--- config.mk ---
export PLATFORM = sky130hd
export DESIGN_NAME = fwd_unit
export DESIGN_NICKNAME = d
export VERILOG_FILES = /design/src/rtl/fwd_unit.sv
export SDC_FILE = /design/constraint.sdc
export NUM_CORES = 1
export LEC_CHECK = 0
export CORE_MARGIN = 2
export CORE_UTILIZATION = 40
export CTS_CLUSTER_SIZE = 28
export DETAILED_ROUTE_END_ITERATION = 16
export HOLD_SLACK_MARGIN = 0.12
export PLACE_DENSITY = 0.67
export SYNTH_ARGS = -nofsm -noshare
export SYNTH_HDL_FRONTEND = slang
export SYNTH_SLANG_ARGS = --single-unit
--- constraint.sdc ---
create_clock -name clk -period 2.2 [get_ports clk]
set_input_delay 0.44 -clock clk [delete_from_list [all_inputs] [get_ports clk]]
set_output_delay 0.44 -clock clk [all_outputs]
set_load 0.005 [all_outputs]
--- src/rtl/fwd_unit.sv ---
// fwd_unit: operand-forwarding and load-use hazard controller for the 16-bit pipeline.
//
// Tracks the destination registers of the instructions in EX and MEM and
// produces registered 3:1 operand-mux selects for EX. Stalls decode on a
// load-use hazard and keeps a saturating count of stall cycles.
//
// Ports:
//   clk, rst            clock; asynchronous active-high reset
//   id_valid            ID-stage instruction is real (not a bubble)
//   id_rs1, id_rs2      ID-stage source registers (operand A / operand B)
//   id_rd, id_wen       ID-stage destination register and its write enable
//   id_is_load          ID-stage instruction is a memory load
//   flush               squash the ID-stage instruction (branch taken)
//   sel_a, sel_b        registered selects: 00 regfile, 01 EX/MEM, 10 MEM/WB
//   stall               combinational decode stall (hold PC/IF-ID, bubble EX)
//   stall_cnt           saturating count of cycles with stall = 1
module fwd_unit #(
    parameter int unsigned REG_W = 4,
    parameter int unsigned CNT_W = 16
) (
    input  logic             clk,
    input  logic             rst,
    input  logic             id_valid,
    input  logic [REG_W-1:0] id_rs1,
    input  logic [REG_W-1:0] id_rs2,
    input  logic [REG_W-1:0] id_rd,
    input  logic             id_wen,
    input  logic             id_is_load,
    input  logic             flush,
    output logic [1:0]       sel_a,
    output logic [1:0]       sel_b,
    output logic             stall,
    output logic [CNT_W-1:0] stall_cnt
);

    localparam logic [1:0] SelRf  = 2'b00;
    localparam logic [1:0] SelEx  = 2'b01;
    localparam logic [1:0] SelMem = 2'b10;

    // Instruction currently in EX.
    logic             ex_valid;
    logic [REG_W-1:0] ex_rd;
    logic             ex_wen;
    logic             ex_load;

    // Instruction currently in MEM.
    logic             mem_valid;
    logic [REG_W-1:0] mem_rd;
    logic             mem_wen;

    logic hit_ex_a, hit_ex_b, hit_mem_a, hit_mem_b;
    logic [1:0] sel_a_d, sel_b_d;
    logic bubble;

    always_comb begin
        // R0 is hard-wired zero, so it never takes a forwarded value.
        hit_ex_a  = ex_valid  & ex_wen  & (ex_rd  == id_rs1) & (id_rs1 != '0);
        hit_ex_b  = ex_valid  & ex_wen  & (ex_rd  == id_rs2) & (id_rs2 != '0);
        hit_mem_a = mem_valid & mem_wen & (mem_rd == id_rs1) & (id_rs1 != '0);
        hit_mem_b = mem_valid & mem_wen & (mem_rd == id_rs2) & (id_rs2 != '0);

        // Youngest producer wins: EX takes priority over MEM.
        sel_a_d = hit_ex_a ? SelEx : (hit_mem_a ? SelMem : SelRf);
        sel_b_d = hit_ex_b ? SelEx : (hit_mem_b ? SelMem : SelRf);

        // A load's data is not ready until after MEM, so an immediate consumer waits one cycle.
        stall = id_valid & ex_valid & ex_load & ex_wen & (ex_rd != '0) &
                ((ex_rd == id_rs1) | (ex_rd == id_rs2));

        bubble = flush | stall | ~id_valid;
    end

    always_ff @(posedge clk or posedge rst) begin
        if (rst) begin
            ex_valid  <= 1'b0;
            ex_rd     <= '0;
            ex_wen    <= 1'b0;
            ex_load   <= 1'b0;
            mem_valid <= 1'b0;
            mem_rd    <= '0;
            mem_wen   <= 1'b0;
            sel_a     <= SelRf;
            sel_b     <= SelRf;
            stall_cnt <= '0;
        end else begin
            // MEM always advances; a stall only freezes the front of the pipe.
            mem_valid <= ex_valid;
            mem_rd    <= ex_rd;
            mem_wen   <= ex_wen;

            if (bubble) begin
                ex_valid <= 1'b0;
                sel_a    <= SelRf;
                sel_b    <= SelRf;
            end else begin
                ex_valid <= id_valid;
                ex_rd    <= id_rd;
                ex_wen   <= id_wen;
                ex_load  <= id_is_load;
                sel_a    <= sel_a_d;
                sel_b    <= sel_b_d;
            end

            if (stall && (stall_cnt != '1)) begin
                stall_cnt <= stall_cnt + 1'b1;
            end
        end
    end

endmodule

==> results of run 1 <==
layer usage:
metal / GRT usage [%] / wire [um]
met1: 23.0 / 1710
met2: 28.2 / 1840
met3: 5.00 / 128
met4: 6.12 / 48
met5: 0 / 0
placed cells by master, fill, tap and decap left out, types with 2 or more instances in the layout:
| cell type | synthesis | routed |
|---|---|---|
| nor4_2 | 3 | 2 |
| dfrtp_1 | 33 | 31 |
| nor2b_1 | 3 | 3 |
| and3_1 | 2 | 2 |
| nand3_1 | 4 | 4 |
| nor3_1 | 10 | 9 |
| and4_1 | 4 | 4 |
| mux2_4 | 5 | 5 |
| or4_1 | 3 | 3 |
| dlymetal6s2s_1 | 0 | 2 |
| xnor2_1 | 15 | 7 |
| clkdlybuf4s50_1 | 0 | 29 |
| xor2_1 | 11 | 11 |
| xnor2_2 | 0 | 8 |
| buf_4 | 0 | 15 |
| dlygate4sd2_1 | 0 | 7 |
| nor2_1 | 5 | 5 |
| mux2_2 | 3 | 3 |
| dfrtp_2 | 0 | 2 |
| nand4_1 | 9 | 9 |
| nor4_1 | 2 | 2 |
| clkbuf_8 | 0 | 5 |
| inv_1 | 2 | 2 |
| nand2_1 | 12 | 12 |
| a21oi_1 | 3 | 3 |
path summary, 6_finish.rpt:
path	slack, ps	cells past startpoint	end
max	80	6	ex_rd[0]
max reg2reg	80	6	ex_rd[0]
max in group asynchronous	1360	3	ex_rd[1]
min in group asynchronous	530	3	ex_wen
min	380	0	mem_valid
min reg2reg	380	0	mem_valid
where the power goes:
group	leakage (nW)	internal [mW]	total (mW)	switching, mW
registers	0.432	0.647	0.706	0.0586
clock network	0.0543	0.339	0.577	0.239
logic	0.552	0.144	0.243	0.0998
layout make-up:
cell class / instances / area, um2 / share of cell area (%)
clock buffers: 5 / 68.8 / 2.95
clock inverters: 3 / 46.3 / 1.99
inverters: 2 / 7.51 / 0.322
multi-input cells: 100 / 830 / 35.6
flip-flops and latches: 33 / 828 / 35.6
well taps: 48 / 60.1 / 2.58
repair buffers: 53 / 489 / 21.0
worst register-to-register path, stage by stage, from the launching register on:
cell and delay, ps:
dfrtp_2 490, nor4_4 310, nor3_2 90, a21boi_4 150, buf_4 160, or3b_4 480, mux2_4 330
kinds of logic after synthesis:
family,after synthesis
fa+ha+maj,1
mux,8
buf+inv,3
flops,33
simple gates,59
xor+xnor,26
compound gates,6
state kept, by name (all words and copies together), names as in the netlist:
register and cells:
ex_load 1, ex_rd 4, ex_valid 1, ex_wen 1, mem_rd 4, mem_valid 1
mem_wen 1, sel_a 2, sel_b 2, stall_cnt 16
metrics by stage:
stage / std cells / worst slack [ps]
after CTS: 244 / 32.0
after global placement: 236 / -231
after detailed placement: 236 / -317
after global routing: 244 / -32.1
final: 244 / 78.3
after floorplan: 136 / 275
repair_timing:
item | in CTS | in global routing
endpoints found under the setup margin | 1 | 9
hold endpoints to repair | 0 | 0
resized for setup | 16 | 5
pin swaps | 3 | 2
==> flow_summary.ini, run 1 <==
[place]
post-dp-hpwl_um = 2720
globalplace.congestion = 0.806
place_area_mm2 = 0.00214
portBuffers = 38

[sta]
holdWs_ps = 379
tightest_slew_ps = 406
hold_viol = 0
rsz0062_at_grt = true
tns_ps = 0
fmax_mhz = 471
relSlewSlack_pct = 72.9
period_share_pct = 96.4
finalSetupViolCount = 0
skew_ps = 6.86
finalCriticalPeriod_ps = 2120
slew_violations = 0

[detailed_routing]
drc_errors = 0
drt-initial-drc-count = 89
vias_per_cell = 5.21
firstDrtPassIters = 4
wl_per_cell_um = 15.2
drt_wl_total_um = 3720
drtAntennaViolNets = 0
num_vias = 1271

[grt]
antenna_found_initial = 0
grt_pass1_wl_um = 5930
grtUsageTotal_pct = 17.7
overflow = 0
grt_max_degree = 34
grt_pass1_vias = 1229

[final_layout]
syn_to_final_growth_pct = 45.6
fin_util_pct = 62.2
fin_nets = 214
drive_gt1_share_pct = 25.0
fill_cells = 306
fin_area_mm2 = 0.00233
diodes = 0

[critical_path]
start_kind = flip-flop
r2r_start = ex_rd[0]
endpoint_kind = flip-flop
worst_ep_arrival_time_ps = 2300
crit_required_ps = 2380
cpLargestDelayFamily = simple AND/OR/NAND/NOR gates
crit_start = ex_rd[0]
crit_chain = nor4_4 > nor3_2 > a21boi_4 > buf_4 > or3b_4 > mux2_4
critPathMaxStageDelay_ps = 490
path_buf_inv = 1
cp_max_fo = 11
path_class = flip-flop to flip-flop
slowest_stage = dfrtp_2

[power]
power.leakage_nw = 1.04
cellPowerDensity_mw_per_mm2 = 655
p_total_mw = 1.53
vdd_drop_max_uv = 475

[clock_tree]
clkLatencyLatePin_ps = 290
cts_sinks = 33
h-tree-depth = 2
cts_setup_buffers = 0
clock-root-buffer = clkbuf_8
clkTransAtPathRegs_ps = 80
cts_tree = done
cts-hold-fix-buffers = 0
cts.path.max_buffers = 2
cts_buffers = 5

[yosys]
synthSimpleGateAreaFrac_pct = 21.7
yosysWarnings = 0
synthMuxAreaShare_pct = 6.80
synth_top_area_share_pct = 51.6
synth_top_family_by_area = simple AND/OR/NAND/NOR gates
synth-compound-area-share_pct = 3.75
synth_xor_area_share_pct = 14.2
synthDistinctLibCells = 25
netlist.top_cell.by_area = dfrtp_1
synthMostInstantiatedCell = dfrtp_1
syn_nets = 155
netlist_area_mm2 = 0.00160
ys_async_sr_fraction_pct = 100
syn_inst = 136
synthTopCellsByArea = dfrtp_1, xnor2_1, xor2_1
ys_seq_elements = 33
synth_fa_ha_area_share_pct = 0.782
synth_enable_flop_cells = 0
syn_avg_cell_area_um2 = 11.8
yosysSeqAreaShare_pct = 51.6
synth_flop_cell = dfrtp_1
synth_top_cells_by_count = dfrtp_1, xnor2_1, nand2_1

[floorplanning]
die-area_mm2 = 0.00452
dieWidth_um = 67.3
io_pins = 39
rows = 22
initial_core_util_pct = 42.7
die_h_um = 67.3
coreArea_mm2 = 0.00374

[worst_hold_path]
holdCritPathClass = flip-flop to flip-flop
min-delay-start = ex_valid

[run_status]
status = complete, no violations

[run]
maxCapViolCount = 0
Power figures use the tool's default switching activity.
==> inputs of run 2 (changes only) <==
--- a/config.mk
+++ b/config.mk
@@ -5,6 +5,7 @@
 export SDC_FILE = /design/constraint.sdc
 export NUM_CORES = 1
 export LEC_CHECK = 0
+export CORE_ASPECT_RATIO = 0.9
 export CORE_MARGIN = 2
 export CORE_UTILIZATION = 40
 export CTS_CLUSTER_SIZE = 28
==> flow_summary.ini, run 2 (synthesized netlist as in run 1, its figures left out) <==
[place]
globalplace.congestion = 0.862
place_area_mm2 = 0.00216
placed_cells = 237
post-dp-hpwl_um = 2830
portBuffers = 38

[grt]
grtUsageTotal_pct = 17.7
antenna_found_initial = 0
grt_max_degree = 34
overflow = 0
grt_pass1_vias = 1246
grt_pass1_wl_um = 6100

[floorplanning]
initial_core_util_pct = 42.3
rows = 21
coreArea_mm2 = 0.00378
dieWidth_um = 70.7
die-area_mm2 = 0.00452
die_h_um = 64.0
io_pins = 39

[clock_tree]
clkTransAtPathRegs_ps = 70
cts_sinks = 33
cts_tree = done
h-tree-depth = 2
clkLatencyLatePin_ps = 290
cts_buffers = 5
cts.path.max_buffers = 2
clock-root-buffer = clkbuf_8

[critical_path]
path_class = flip-flop to flip-flop
r2r_start = ex_rd[0]
critPathMaxStageDelay_ps = 480
endpoint_kind = flip-flop
r2r_setup_slack_ps = 90
cp_common_cell = buf_4
worst_ep_arrival_time_ps = 2280
r2r_cells = 7
rr_endpoint = ex_rd[2]
crit_required_ps = 2370
start_kind = flip-flop
slowest_stage = or3b_4
crit_chain = nor4_2 > nor3_1 > buf_4 > a21boi_4 > buf_4 > or3b_4 > mux2_4
cp_max_fo = 10

[sta]
slew_violations = 0
tns_ps = 0
relSlewSlack_pct = 72.6
finalCriticalPeriod_ps = 2110
tightest_slew_ps = 411
hold_viol = 0
period_share_pct = 96.0
rsz0062_at_grt = false
skew_ps = 7.15
finalSetupViolCount = 0
fmax_mhz = 474

[detailed_routing]
firstDrtPassIters = 4
wl_per_cell_um = 14.6
vias_per_cell = 5.20
drtAntennaViolNets = 0
drc_errors = 0
drt-initial-drc-count = 72
drt_wl_total_um = 3580
num_vias = 1274

[final_layout]
final_cells = 245
fin_nets = 217
fin_area_mm2 = 0.00229
syn_to_final_growth_pct = 42.9
largest_reg_flops = 16
diodes = 0
regMostFlops = stall_cnt
fin_util_pct = 60.4
top_regs = stall_cnt (16), ex_rd (4), mem_rd (4)
fill_cells = 330
layout_common_cells = dfrtp_1, clkdlybuf4s50_1, buf_4
drive_gt1_share_pct = 23.6

[run_status]
status = complete, no violations

[worst_hold_path]
holdCritPathClass = flip-flop to flip-flop
min-delay-start = ex_valid
whs_path_depth = 0
min_to = mem_valid

[power]
p_total_mw = 1.38
vdd_drop_max_uv = 398
cellPowerDensity_mw_per_mm2 = 604
power.leakage_nw = 1.03

[run]
maxCapViolCount = 0
## run 2: cell count changes in the layout (fill, tap and decap cells not counted), moves of 3 or more
cell             previous run  this run
xnor2_2                     8         5
dlygate4sd2_1               7         1
clkdlybuf4s50_1            29        33
buf_4                      15        18
xnor2_1                     7        10
## run 2: worst max-delay path by stage
stage                 start       endpoint  slack, ps
3_3_place_gp      id_rs1[1]          stall       -240
4_1_cts           id_rs1[0]          stall         20
2_1_floorplan  stall_cnt[0]  stall_cnt[10]        270
3_5_place_dp      id_rs2[2]          stall       -270
6_report           ex_rd[0]       ex_rd[2]         90
5_1_grt            ex_rd[0]       ex_rd[1]         20
## run 2: where the power goes
part	switching, mW	total, mW	internal, mW
combinational	0.110	0.259	0.150
clock	0.222	0.439	0.218
sequential	0.0368	0.683	0.647
total	0.368	1.38	1.01
## run 2: what timing repair did
item                       in CTS  in global routing
pin swaps                       3                  3
hold buffers                    0                  0
setup endpoints to repair       1                  2
setup buffers                   0                  0
gates resized for setup         2                 10
## run 2: final cells by class
| class | instances | area, um2 | area share [%] |
|---|---|---|---|
| flip-flops and latches | 33 | 826 | 36.1 |
| multi-input cells | 100 | 793 | 34.7 |
| repair buffers | 56 | 517 | 22.6 |
| clock buffers | 5 | 68.8 | 3.01 |
| well taps | 46 | 57.6 | 2.52 |
| clock inverters | 3 | 17.5 | 0.766 |
| inverters | 2 | 7.51 | 0.328 |
## run 2: critical path, delay by kind of cell (launching register included)
family	cells	cell delay (ps)
compound gates	1	130
buf+inv	2	300
flops	1	390
mux	1	330
simple gates	3	850
## run 2: per-stage QoR
| stage | hold slack (ps) | setup slack, ps |
|---|---|---|
| 2_1_floorplan | 354 | 275 |
| 3_3_place_gp | 362 | -241 |
| 3_5_place_dp | 367 | -265 |
| 4_1_cts | 383 | 16.8 |
| 5_1_grt | 398 | 18.3 |
| 6_report | 378 | 88.2 |
## run 2: per-layer routing
metal,up-vias,share of wire [%],GRT usage [%],wire length (um)
li1,624,-,-,-
met1,611,49,25.3,1750
met2,31,45,25.7,1600
met3,8,4.5,3.79,161
met4,0,2.0,7.78,72
met5,-,0,0,0
